[src/rtl/snake_pkg.sv]
// Shared types and constants for the snake game logic and the renderer that
// reads the packed segment positions.
package snake_pkg;

   // Movement direction of the head
   typedef enum logic [1:0] {
      UP    = 2'd0,
      DOWN  = 2'd1,
      LEFT  = 2'd2,
      RIGHT = 2'd3
   } dir_t;

   // Game state as seen on the state output
   typedef enum logic [1:0] {
      IDLE  = 2'd0,
      RUN   = 2'd1,
      PAUSE = 2'd2,
      DEAD  = 2'd3
   } state_t;

   // PS/2 set-2 make codes the game reacts to
   localparam logic [7:0] KEY_UP    = 8'h75;
   localparam logic [7:0] KEY_DOWN  = 8'h72;
   localparam logic [7:0] KEY_LEFT  = 8'h6B;
   localparam logic [7:0] KEY_RIGHT = 8'h74;
   localparam logic [7:0] KEY_SPACE = 8'h29;
   localparam logic [7:0] KEY_ENTER = 8'h5A;

   // Field ranges of one 13-bit segment word {y, x}
   localparam int POS_X_LSB = 0;
   localparam int POS_X_MSB = 6;
   localparam int POS_Y_LSB = 7;
   localparam int POS_Y_MSB = 12;
   localparam int POS_W     = 13;

   typedef struct packed {
      logic [5:0] y;
      logic [6:0] x;
   } pos_t;

   // Direction that would make the head turn back into its own neck
   function automatic dir_t opposite(input dir_t d);
      dir_t r;
      case (d)
         UP:      r = DOWN;
         DOWN:    r = UP;
         LEFT:    r = RIGHT;
         default: r = LEFT;
      endcase
      return r;
   endfunction

endpackage

[src/rtl/snake_if.sv]
// Key/tick inputs and position/state outputs of the snake game logic.
// The master side is whoever feeds keys and frame ticks; the game logic is
// the slave.
interface snake_if #(
   parameter int SEGMENTS = 4
);
   logic                     move_tick;
   logic                     key_valid;
   logic [7:0]               key_code;
   logic [SEGMENTS*13-1:0]   positions;
   logic [1:0]               state;
   logic                     died;

   modport master (
      output move_tick, key_valid, key_code,
      input  positions, state, died
   );

   modport slave (
      input  move_tick, key_valid, key_code,
      output positions, state, died
   );
endinterface

[src/rtl/snake_next_head.sv]
// Combinational next-head calculation. The wall test is done on the current
// coordinate before any increment or decrement, so a move off the grid is
// flagged instead of producing a wrapped coordinate.
module snake_next_head
   import snake_pkg::*;
#(
   parameter int GRID_W = 64,
   parameter int GRID_H = 48
) (
   input  pos_t head,
   input  dir_t dir,
   output pos_t next_head,
   output logic wall_hit
);

   // Step the head one cell in dir unless it already sits on that wall
   always_comb begin
      next_head = head;
      wall_hit  = 1'b0;
      case (dir)
         UP: begin
            if (head.y == 6'd0) wall_hit = 1'b1;
            else                next_head.y = head.y - 6'd1;
         end
         DOWN: begin
            if (head.y == 6'(GRID_H - 1)) wall_hit = 1'b1;
            else                          next_head.y = head.y + 6'd1;
         end
         LEFT: begin
            if (head.x == 7'd0) wall_hit = 1'b1;
            else                next_head.x = head.x - 7'd1;
         end
         default: begin
            if (head.x == 7'(GRID_W - 1)) wall_hit = 1'b1;
            else                          next_head.x = head.x + 7'd1;
         end
      endcase
   end

endmodule

[src/rtl/snake_motion.sv]
// Snake game logic: turns key events and per-frame ticks into segment
// positions and a game state for the VGA renderer.
module snake_motion
   import snake_pkg::*;
#(
   parameter int SEGMENTS = 4,
   parameter int GRID_W   = 64,
   parameter int GRID_H   = 48,
   parameter int INIT_Y   = 24
) (
   input logic     clk,
   input logic     rst_n,
   snake_if.slave  bus
);

   state_t state_q, state_d;
   dir_t   dir_q, dir_d;
   dir_t   pend_q, pend_d;
   pos_t   seg_q [SEGMENTS];
   pos_t   seg_d [SEGMENTS];
   logic   died_q, died_d;

   pos_t   next_head;
   logic   wall_hit;
   logic   self_hit;

   logic   is_dir_key;
   dir_t   key_dir;
   logic   is_space;
   logic   is_enter;

   // Starting layout: a horizontal snake on INIT_Y with its head furthest right
   function automatic pos_t init_pos(input int i);
      pos_t p;
      p.y = 6'(INIT_Y);
      p.x = 7'(SEGMENTS - 1 - i);
      return p;
   endfunction

   // The move always uses the direction queued before this edge
   snake_next_head #(
      .GRID_W (GRID_W),
      .GRID_H (GRID_H)
   ) u_next_head (
      .head      (seg_q[0]),
      .dir       (pend_q),
      .next_head (next_head),
      .wall_hit  (wall_hit)
   );

   // Decode the incoming make code into a direction or a command
   always_comb begin
      is_dir_key = 1'b0;
      key_dir    = RIGHT;
      is_space   = bus.key_valid && (bus.key_code == KEY_SPACE);
      is_enter   = bus.key_valid && (bus.key_code == KEY_ENTER);
      if (bus.key_valid) begin
         case (bus.key_code)
            KEY_UP:    begin is_dir_key = 1'b1; key_dir = UP;    end
            KEY_DOWN:  begin is_dir_key = 1'b1; key_dir = DOWN;  end
            KEY_LEFT:  begin is_dir_key = 1'b1; key_dir = LEFT;  end
            KEY_RIGHT: begin is_dir_key = 1'b1; key_dir = RIGHT; end
            default:   ;
         endcase
      end
   end

   // The tail is left out of the collision test because it moves away this cycle
   always_comb begin
      self_hit = 1'b0;
      for (int i = 0; i < SEGMENTS - 1; i++) begin
         if (seg_q[i] == next_head) self_hit = 1'b1;
      end
   end

   // Game state machine, direction queue and segment shifting
   always_comb begin
      logic do_restart;
      dir_t ref_dir;

      state_d    = state_q;
      dir_d      = dir_q;
      pend_d     = pend_q;
      died_d     = 1'b0;
      do_restart = 1'b0;
      ref_dir    = dir_q;
      for (int i = 0; i < SEGMENTS; i++) seg_d[i] = seg_q[i];

      case (state_q)
         IDLE: begin
            if (is_dir_key && (key_dir != opposite(dir_q))) begin
               pend_d  = key_dir;
               state_d = RUN;
            end
         end

         RUN: begin
            if (is_enter) begin
               do_restart = 1'b1;
            end else if (is_space) begin
               state_d = PAUSE;
            end else begin
               if (bus.move_tick) begin
                  dir_d   = pend_q;
                  ref_dir = pend_q;
                  if (wall_hit || self_hit) begin
                     state_d = DEAD;
                     died_d  = 1'b1;
                  end else begin
                     for (int i = 1; i < SEGMENTS; i++) seg_d[i] = seg_q[i-1];
                     seg_d[0] = next_head;
                  end
               end
               // A key arriving with a tick is judged against the direction
               // the snake has just taken
               if (is_dir_key && (key_dir != opposite(ref_dir))) pend_d = key_dir;
            end
         end

         PAUSE: begin
            if (is_enter) begin
               do_restart = 1'b1;
            end else if (is_space) begin
               state_d = RUN;
            end else if (is_dir_key && (key_dir != opposite(dir_q))) begin
               pend_d = key_dir;
            end
         end

         default: begin
            if (is_enter) do_restart = 1'b1;
         end
      endcase

      if (do_restart) begin
         state_d = IDLE;
         dir_d   = RIGHT;
         pend_d  = RIGHT;
         for (int i = 0; i < SEGMENTS; i++) seg_d[i] = init_pos(i);
      end
   end

   // State and position registers, cleared to the starting layout on reset
   always_ff @(posedge clk or negedge rst_n) begin
      if (!rst_n) begin
         state_q <= IDLE;
         dir_q   <= RIGHT;
         pend_q  <= RIGHT;
         died_q  <= 1'b0;
         for (int i = 0; i < SEGMENTS; i++) seg_q[i] <= init_pos(i);
      end else begin
         state_q <= state_d;
         dir_q   <= dir_d;
         pend_q  <= pend_d;
         died_q  <= died_d;
         for (int i = 0; i < SEGMENTS; i++) seg_q[i] <= seg_d[i];
      end
   end

   genvar g;
   generate
      for (g = 0; g < SEGMENTS; g++) begin : g_pack
         assign bus.positions[POS_W*g +: POS_W] = seg_q[g];
      end
   endgenerate

   assign bus.state = state_q;
   assign bus.died  = died_q;

endmodule
[src/flat_wrapper.sv]
// flat-port wrapper written by rule: the top's interface ports become plain ports
module snake_motion_flat import snake_pkg::*;
#(
   parameter int SEGMENTS = 4,
   parameter int GRID_W   = 64,
   parameter int GRID_H   = 48,
   parameter int INIT_Y   = 24
)
  (clk, rst_n, bus_move_tick, bus_key_valid, bus_key_code, bus_positions, bus_state, bus_died);
  snake_if #(.SEGMENTS(SEGMENTS)) bus_i ();
  input logic clk;
  input logic rst_n;
  input wire logic [$bits(bus_i.move_tick)-1:0] bus_move_tick;
  input wire logic [$bits(bus_i.key_valid)-1:0] bus_key_valid;
  input wire logic [$bits(bus_i.key_code)-1:0] bus_key_code;
  output wire logic [$bits(bus_i.positions)-1:0] bus_positions;
  output wire logic [$bits(bus_i.state)-1:0] bus_state;
  output wire logic [$bits(bus_i.died)-1:0] bus_died;
  assign bus_i.move_tick = bus_move_tick;
  assign bus_i.key_valid = bus_key_valid;
  assign bus_i.key_code = bus_key_code;
  assign bus_positions = bus_i.positions;
  assign bus_state = bus_i.state;
  assign bus_died = bus_i.died;
  snake_motion #(.SEGMENTS(SEGMENTS), .GRID_W(GRID_W), .GRID_H(GRID_H), .INIT_Y(INIT_Y)) u_core (.clk(clk), .rst_n(rst_n), .bus(bus_i));
endmodule
[config.mk]
export PLATFORM = sky130hd
export DESIGN_NAME = snake_motion_flat
export DESIGN_NICKNAME = d
export VERILOG_FILES = /design/src/rtl/snake_pkg.sv /design/src/rtl/snake_if.sv /design/src/rtl/snake_next_head.sv /design/src/rtl/snake_motion.sv /design/src/flat_wrapper.sv
export SDC_FILE = /design/constraint.sdc
export NUM_CORES = 1
export LEC_CHECK = 0
export CAP_MARGIN = 20
export CELL_PAD_IN_SITES_DETAIL_PLACEMENT = 1
export CELL_PAD_IN_SITES_GLOBAL_PLACEMENT = 1
export CORE_MARGIN = 2
export CORE_UTILIZATION = 40
export CTS_CLUSTER_SIZE = 24
export DETAILED_ROUTE_END_ITERATION = 8
export MAX_ROUTING_LAYER = met4
export PLACE_DENSITY = 0.86
export SLEW_MARGIN = 20
export SYNTH_ARGS = -nofsm -noshare
export SYNTH_HDL_FRONTEND = slang
export SYNTH_SLANG_ARGS = --single-unit
[constraint.sdc]
create_clock -name clk -period 4.6 [get_ports clk]
set_input_delay 0.92 -clock clk [delete_from_list [all_inputs] [get_ports clk]]
set_output_delay 0.92 -clock clk [all_outputs]
set_load 0.03 [all_outputs]
==> results of run 1 <==
-- cells in the final DEF (no fill, tap or decap), types with 5 or more instances in the layout --
| master | instances |
|---|---|
| o31ai_1 | 7 |
| a31oi_1 | 8 |
| o21ai_1 | 22 |
| and3_1 | 11 |
| xor2_1 | 7 |
| a31o_1 | 5 |
| nand2_1 | 44 |
| buf_4 | 10 |
| nand3_1 | 39 |
| xnor2_1 | 20 |
| clkdlybuf4s50_1 | 65 |
| dfrtp_1 | 43 |
| mux2i_1 | 16 |
| o21ai_0 | 11 |
| nand2b_1 | 9 |
| a21oi_1 | 9 |
| clkbuf_8 | 10 |
| nor2b_1 | 7 |
| nor3_1 | 12 |
| inv_1 | 16 |
| o211ai_1 | 5 |
| nor2_1 | 27 |
| ha_1 | 6 |
| a211oi_1 | 5 |
| nand4_1 | 8 |
| nor4_1 | 5 |
| dfstp_2 | 16 |
-- power breakdown --
part / internal, mW / total [mW] / switching, mW
Combinational: 0.846 / 2.09 / 1.25
Sequential: 0.752 / 1.07 / 0.318
Clock: 0.260 / 0.480 / 0.220
-- registers in the layout, indices dropped and copies added, names as in the netlist --
register              flops
u_core.bus.positions     52
u_core.bus.state          2
u_core.dir_q              2
u_core.pend_q             2
u_core.bus.died           1
-- worst max path at each step --
stage	start	end	cells past startpoint
2_1_floorplan	u_core.bus.positions[0]	u_core.bus.positions[3]	12
3_3_place_gp	bus_key_code[0]	u_core.bus.positions[6]	10
3_5_place_dp	bus_key_code[0]	u_core.bus.positions[12]	10
4_1_cts	u_core.bus.positions[0]	u_core.bus.positions[0]	12
5_1_grt	u_core.bus.positions[0]	u_core.bus.positions[0]	11
6_report	u_core.bus.positions[0]	u_core.bus.positions[0]	12
-- kinds of logic after synthesis --
group           count (synthesis)  synth area share [%]
mux                            19                  4.60
buf+inv                        49                  6.32
simple gates                  194                  26.3
fa+ha+maj                       6                  1.78
xor+xnor                       29                  6.68
compound gates                104                  18.8
flops                          59                  35.5
-- layer usage --
layer	vias to the layer above	GRT usage [%]
met1	1964	31.7
met2	121	41.3
li1	1790	-
met3	34	3.77
met5	-	-
met4	0	12.0
-- synth_stat cells (all sizes together) (10+ instances only) --
cell type,n,area (um2)
nor3,13,70.1
nand3,39,195
a21oi,10,61.3
xnor2,20,175
nand2,46,178
mux2i,16,160
inv,18,67.6
and3,11,68.8
dfrtp,43,1080
dfstp,16,420
nor2,29,128
buf,22,164
o21ai,33,165
-- through the flow --
stage | cell area [um2] | hold slack, ns
after floorplan | 4210 | 0.487
after global placement | 4920 | 0.488
after detailed placement | 4920 | 0.497
after CTS | 5110 | 0.512
after global routing | 5110 | 0.529
final | 5110 | 0.511
-- cell type report --
class / instances / share of cell area [%]
Clock buffer: 10 / 2.69
Sequential cell: 59 / 29.3
Inverter: 18 / 1.32
Timing Repair Buffer: 76 / 14.3
Clock inverter: 5 / 1.05
Tap cell: 136 / 3.33
Multi-Input combinational cell: 352 / 48.0
==> results.sh, run 1 <==
export IMPL_run_status="completed"
export IMPL_hold_class="register to register"
export IMPL_route_met3_wl_um=653
export IMPL_part_of_the_yosys_area_used_for_sequential_elements_pct=35.5
export IMPL_synth_area_per_cell_um2=9.16
export IMPL_clk_insertion_delay_late_ns=0.35
export IMPL_setup_total_negative_slack_ns=0
export IMPL_vias_in_the_first_global_route=4102
export IMPL_critPathMaxFanout=37
export IMPL_routabilityCongestion=0.877
export IMPL_grt_pass1_wl_mm=22.1
export IMPL_syn_num_nets=478
export IMPL_min_from="u_core.bus.positions[40]"
export IMPL_critical_path_endpoint_type="register"
export IMPL_grt_antenna_before_repair=0
export IMPL_timing_critical_path_buf_inv=2
export IMPL_ys_dominant_reg_cell="dfrtp_1"
export IMPL_worst_slew_pin_slew_ns=1.01
export IMPL_numClockSinks=59
export IMPL_dr_total_vias=3909
export IMPL_final_setup_skew_ns=0.0161
export IMPL_power_density_cell_area_nw_per_um2=714
export IMPL_max_stage_delay_ns=0.81
export IMPL_p_total_mw=3.64
export IMPL_path_delay_family="compound AO/OA/AOI/OAI gates"
export IMPL_cts_root_to_sink_buffers=2
export IMPL_grt_use_total_pct=25.5
export IMPL_die_width_um=107
export IMPL_remaining_drc_errors=0
export IMPL_max_vdd_ir_drop_uv=353
export IMPL_route_antenna_remaining_nets=0
export IMPL_dieHeight_um=107
export IMPL_post_cts_setup_buffers=0
export IMPL_number_of_enable_type_register_cells_in_the_synthesized_netlist=0
export IMPL_number_of_register_bits_inferred_by_synthesis=59
export IMPL_drive_above_1_share_pct=14.8
export IMPL_layout_cells_non_filler=656
export IMPL_critPathLaunchType="register"
export IMPL_setup_ws_ns=0.710
export IMPL_met1_length_mm=5.85
export IMPL_dr_pass1_iters=8
export IMPL_hold_violations=0
export IMPL_top_level_ports=67
export IMPL_critical_path_class="register to register"
export IMPL_setup_violations_final=0
export IMPL_syn_cell_area_um2=4210
export IMPL_initialDrtViolationCount=258
export IMPL_final_core_utilization_pct=49.7
export IMPL_synth_async_sr_flop_share_pct=100
export IMPL_worst_endpoint_arrival_ns=4.15
export IMPL_cts_buffers_inserted=9
export IMPL_diodes=0
export IMPL_worstReg2RegEnd="u_core.bus.positions[0]"
export IMPL_regToRegSetupSlack_ns=0.71
export IMPL_power_leakage_nw=2.09
export IMPL_dieArea_um2=11400
export IMPL_layout_area_overhead_vs_synth_pct=21.2
export IMPL_fill_cells=1227
export IMPL_initial_utilization_pct=41.0
export IMPL_dp_cells=641
export IMPL_length_in_cells_of_the_worst_reg_to_reg_path=12
export IMPL_wl_mm=13.8
export IMPL_layout_area_seq_um2=1500
export IMPL_holdPathEnd="u_core.bus.positions[40]"
export IMPL_slew_violations=0
export IMPL_nNetsFinal=534
export IMPL_portBuffers=66
export IMPL_critical_path_slowest_cell="a21oi_4"
export IMPL_post_cts_hold_buffer_count=0
export IMPL_met2_wirelength_mm=6.87
export IMPL_reg2reg_from="u_core.bus.positions[0]"
export IMPL_hold_path_depth=1
export IMPL_maxCapViolations=0
export IMPL_top_layer="met4"
export IMPL_synth_cells=460
export IMPL_timing_final_crit_period_ns=3.89
export IMPL_pre_cts_ws_ns=0.630
export IMPL_drt_wirelength_per_cell_um=21.1
export IMPL_dp_final_hpwl_mm=9.95
export IMPL_cp_data_required_time_ns=4.86
export IMPL_rsz0062_at_grt="false"
export IMPL_post_cts_resize_count=0
export IMPL_globalRouteOverflowTotal=0
export IMPL_core_area_um2=10300
export IMPL_cts_max_level=3
export IMPL_grt_start_max_net_pins=39
export IMPL_worstPathCellList="inv_1, ha_1, nor3b_2, mux2_2, nor4b_1, a31oi_1, nand4_1, nor4_4, a21oi_4, nand2_2, buf_4, a311oi_2"
export IMPL_yosys_warnings=0
export IMPL_cts_clk_slew_worst_paths_ns=0.07
export IMPL_cts_tree="done"
export IMPL_worst_slew_margin_rel_pct=32.3
export IMPL_clock_fmax_mhz=257
export IMPL_fin_crit_sh_pct=84.6
export IMPL_root_buffer="clkbuf_8"
export IMPL_avgViaCountPerCell=5.96
export IMPL_count_of_distinct_cell_types_in_the_synthesized_netlist=79
export IMPL_placement_rows=37
export IMPL_multiInputGateArea_um2=2450
Power figures use the tool's default switching activity.
==> run 2: changes to the inputs <==
- clock period: 4.6 -> 4.1 ns (I/O delays scaled with it)
==> results.sh, run 2 (synthesis results as in run 1) <==
export IMPL_run_status="completed"
export IMPL_hold_violations=0
export IMPL_worst_endpoint_arrival_ns=4.16
export IMPL_cts_root_to_sink_buffers=2
export IMPL_setup_violations_final=0
export IMPL_grt_start_max_net_pins=40
export IMPL_drive_above_1_share_pct=15.0
export IMPL_clock_fmax_mhz=256
export IMPL_maxCapViolations=0
export IMPL_cts_clk_slew_worst_paths_ns=0.07
export IMPL_hold_class="register to register"
export IMPL_avgViaCountPerCell=6.13
export IMPL_drt_wirelength_per_cell_um=22.4
export IMPL_critPathMaxFanout=23
export IMPL_fin_crit_sh_pct=95.1
export IMPL_most_common_layout_cells="65 x clkdlybuf4s50_1, 44 x nand2_1, 43 x dfrtp_1"
export IMPL_dieArea_um2=11400
export IMPL_worst_slew_pin_slew_ns=0.916
export IMPL_route_antenna_remaining_nets=0
export IMPL_largest_register_ffs=52
export IMPL_hold_slack_ns=0.503
export IMPL_power_leakage_nw=2.10
export IMPL_layout_cells_most_common="clkdlybuf4s50_1"
export IMPL_grt_pass1_wl_mm=23.5
export IMPL_vias_in_the_first_global_route=4265
export IMPL_post_cts_hold_buffer_count=0
export IMPL_dieHeight_um=107
export IMPL_setup_total_negative_slack_ns=0
export IMPL_initial_utilization_pct=41.0
export IMPL_max_vdd_ir_drop_uv=447
export IMPL_dr_total_vias=4025
export IMPL_cts_tree="done"
export IMPL_grt_use_total_pct=27.6
export IMPL_root_buffer="clkbuf_8"
export IMPL_core_area_um2=10300
export IMPL_timing_final_crit_period_ns=3.90
export IMPL_die_width_um=107
export IMPL_dp_final_hpwl_mm=10.3
export IMPL_numClockSinks=59
export IMPL_slew_violations=0
export IMPL_routabilityCongestion=0.896
export IMPL_grt_antenna_before_repair=0
export IMPL_nNetsFinal=534
export IMPL_critical_path_endpoint_type="register"
export IMPL_clk_insertion_delay_late_ns=0.36
export IMPL_wl_mm=14.7
export IMPL_power_density_cell_area_nw_per_um2=815
export IMPL_diodes=0
export IMPL_pre_cts_ws_ns=0.146
export IMPL_remaining_drc_errors=0
export IMPL_critical_path_class="register to register"
export IMPL_cts_max_level=3
export IMPL_cts_buffers_inserted=9
export IMPL_critPathLaunchType="register"
export IMPL_final_setup_skew_ns=0.0170
export IMPL_portBuffers=66
export IMPL_placement_rows=37
export IMPL_top_level_ports=67
export IMPL_cp_data_required_time_ns=4.36
export IMPL_dr_pass1_iters=4
export IMPL_post_cts_resize_count=0
export IMPL_post_cts_setup_buffers=0
export IMPL_setup_ws_ns=0.199
export IMPL_layout_area_overhead_vs_synth_pct=22.0
export IMPL_initialDrtViolationCount=237
export IMPL_rsz0062_at_grt="false"
export IMPL_worst_slew_margin_rel_pct=39.0
export IMPL_globalRouteOverflowTotal=0
==> run 2: metal layers <==
metal / up-vias / share of wire [%] / global-route usage [%]
li1: 1796 / - / -
met1: 2078 / 41 / 33.8
met2: 112 / 50 / 44.4
met3: 39 / 4.5 / 4.07
met4: 0 / 4.1 / 14.1
met5: - / 0 / -
==> run 2: layout make-up <==
class / count / area (um2)
fill: 1214 / 5140
multi-input combinational: 352 / 2450
sequential: 59 / 1500
inverter: 18 / 67.6
clock buffer: 11 / 151
tap: 136 / 170
timing repair buffer: 76 / 743
clock inverter: 5 / 60.1
==> run 2: where the power goes <==
group          total, mW  switching, mW  internal [mW]
logic               2.38           1.43          0.952
registers           1.23          0.383          0.844
clock network      0.579          0.263          0.316
total               4.19           2.08           2.11
==> run 2: worst paths after layout <==
| path | cells after the start | from | to | slack (ns) |
|---|---|---|---|---|
| worst max-delay path | 11 | u_core.bus.positions[0] | u_core.bus.positions[0] | 0.20 |
| worst min-delay path | 1 | u_core.bus.positions[43] | u_core.bus.positions[43] | 0.50 |
| worst max register to register | 11 | u_core.bus.positions[0] | u_core.bus.positions[0] | 0.20 |
| worst min register to register | 1 | u_core.bus.positions[43] | u_core.bus.positions[43] | 0.50 |
| max in group asynchronous | 2 | rst_n | u_core.bus.positions[37] | 2.58 |
| min in group asynchronous | 1 | rst_n | u_core.bus.positions[38] | 0.59 |
==> run 2: worst max-delay path: stages (launching register included) <==
cell and delay (ns):
dfstp_2 0.44, inv_1 0.20, ha_1 0.24, nor3b_2 0.33, nor4b_2 0.27, mux2_2 0.42, xor2_1 0.36, nor4_4 0.12
a31oi_4 0.61, nand2_2 0.31, buf_12 0.25, a311oi_2 0.25
==> run 2: stage by stage <==
stage          std cells  total power [mW]  cell area [um2]  util [%]
6_report             657              4.19             5140      50.0
4_1_cts              657              4.18             5140      50.0
5_1_grt              657              4.38             5140      50.0
2_1_floorplan        460              2.73             4210         -
3_3_place_gp         641              3.46             4930      48.0
3_5_place_dp         641              3.55             4930      48.0
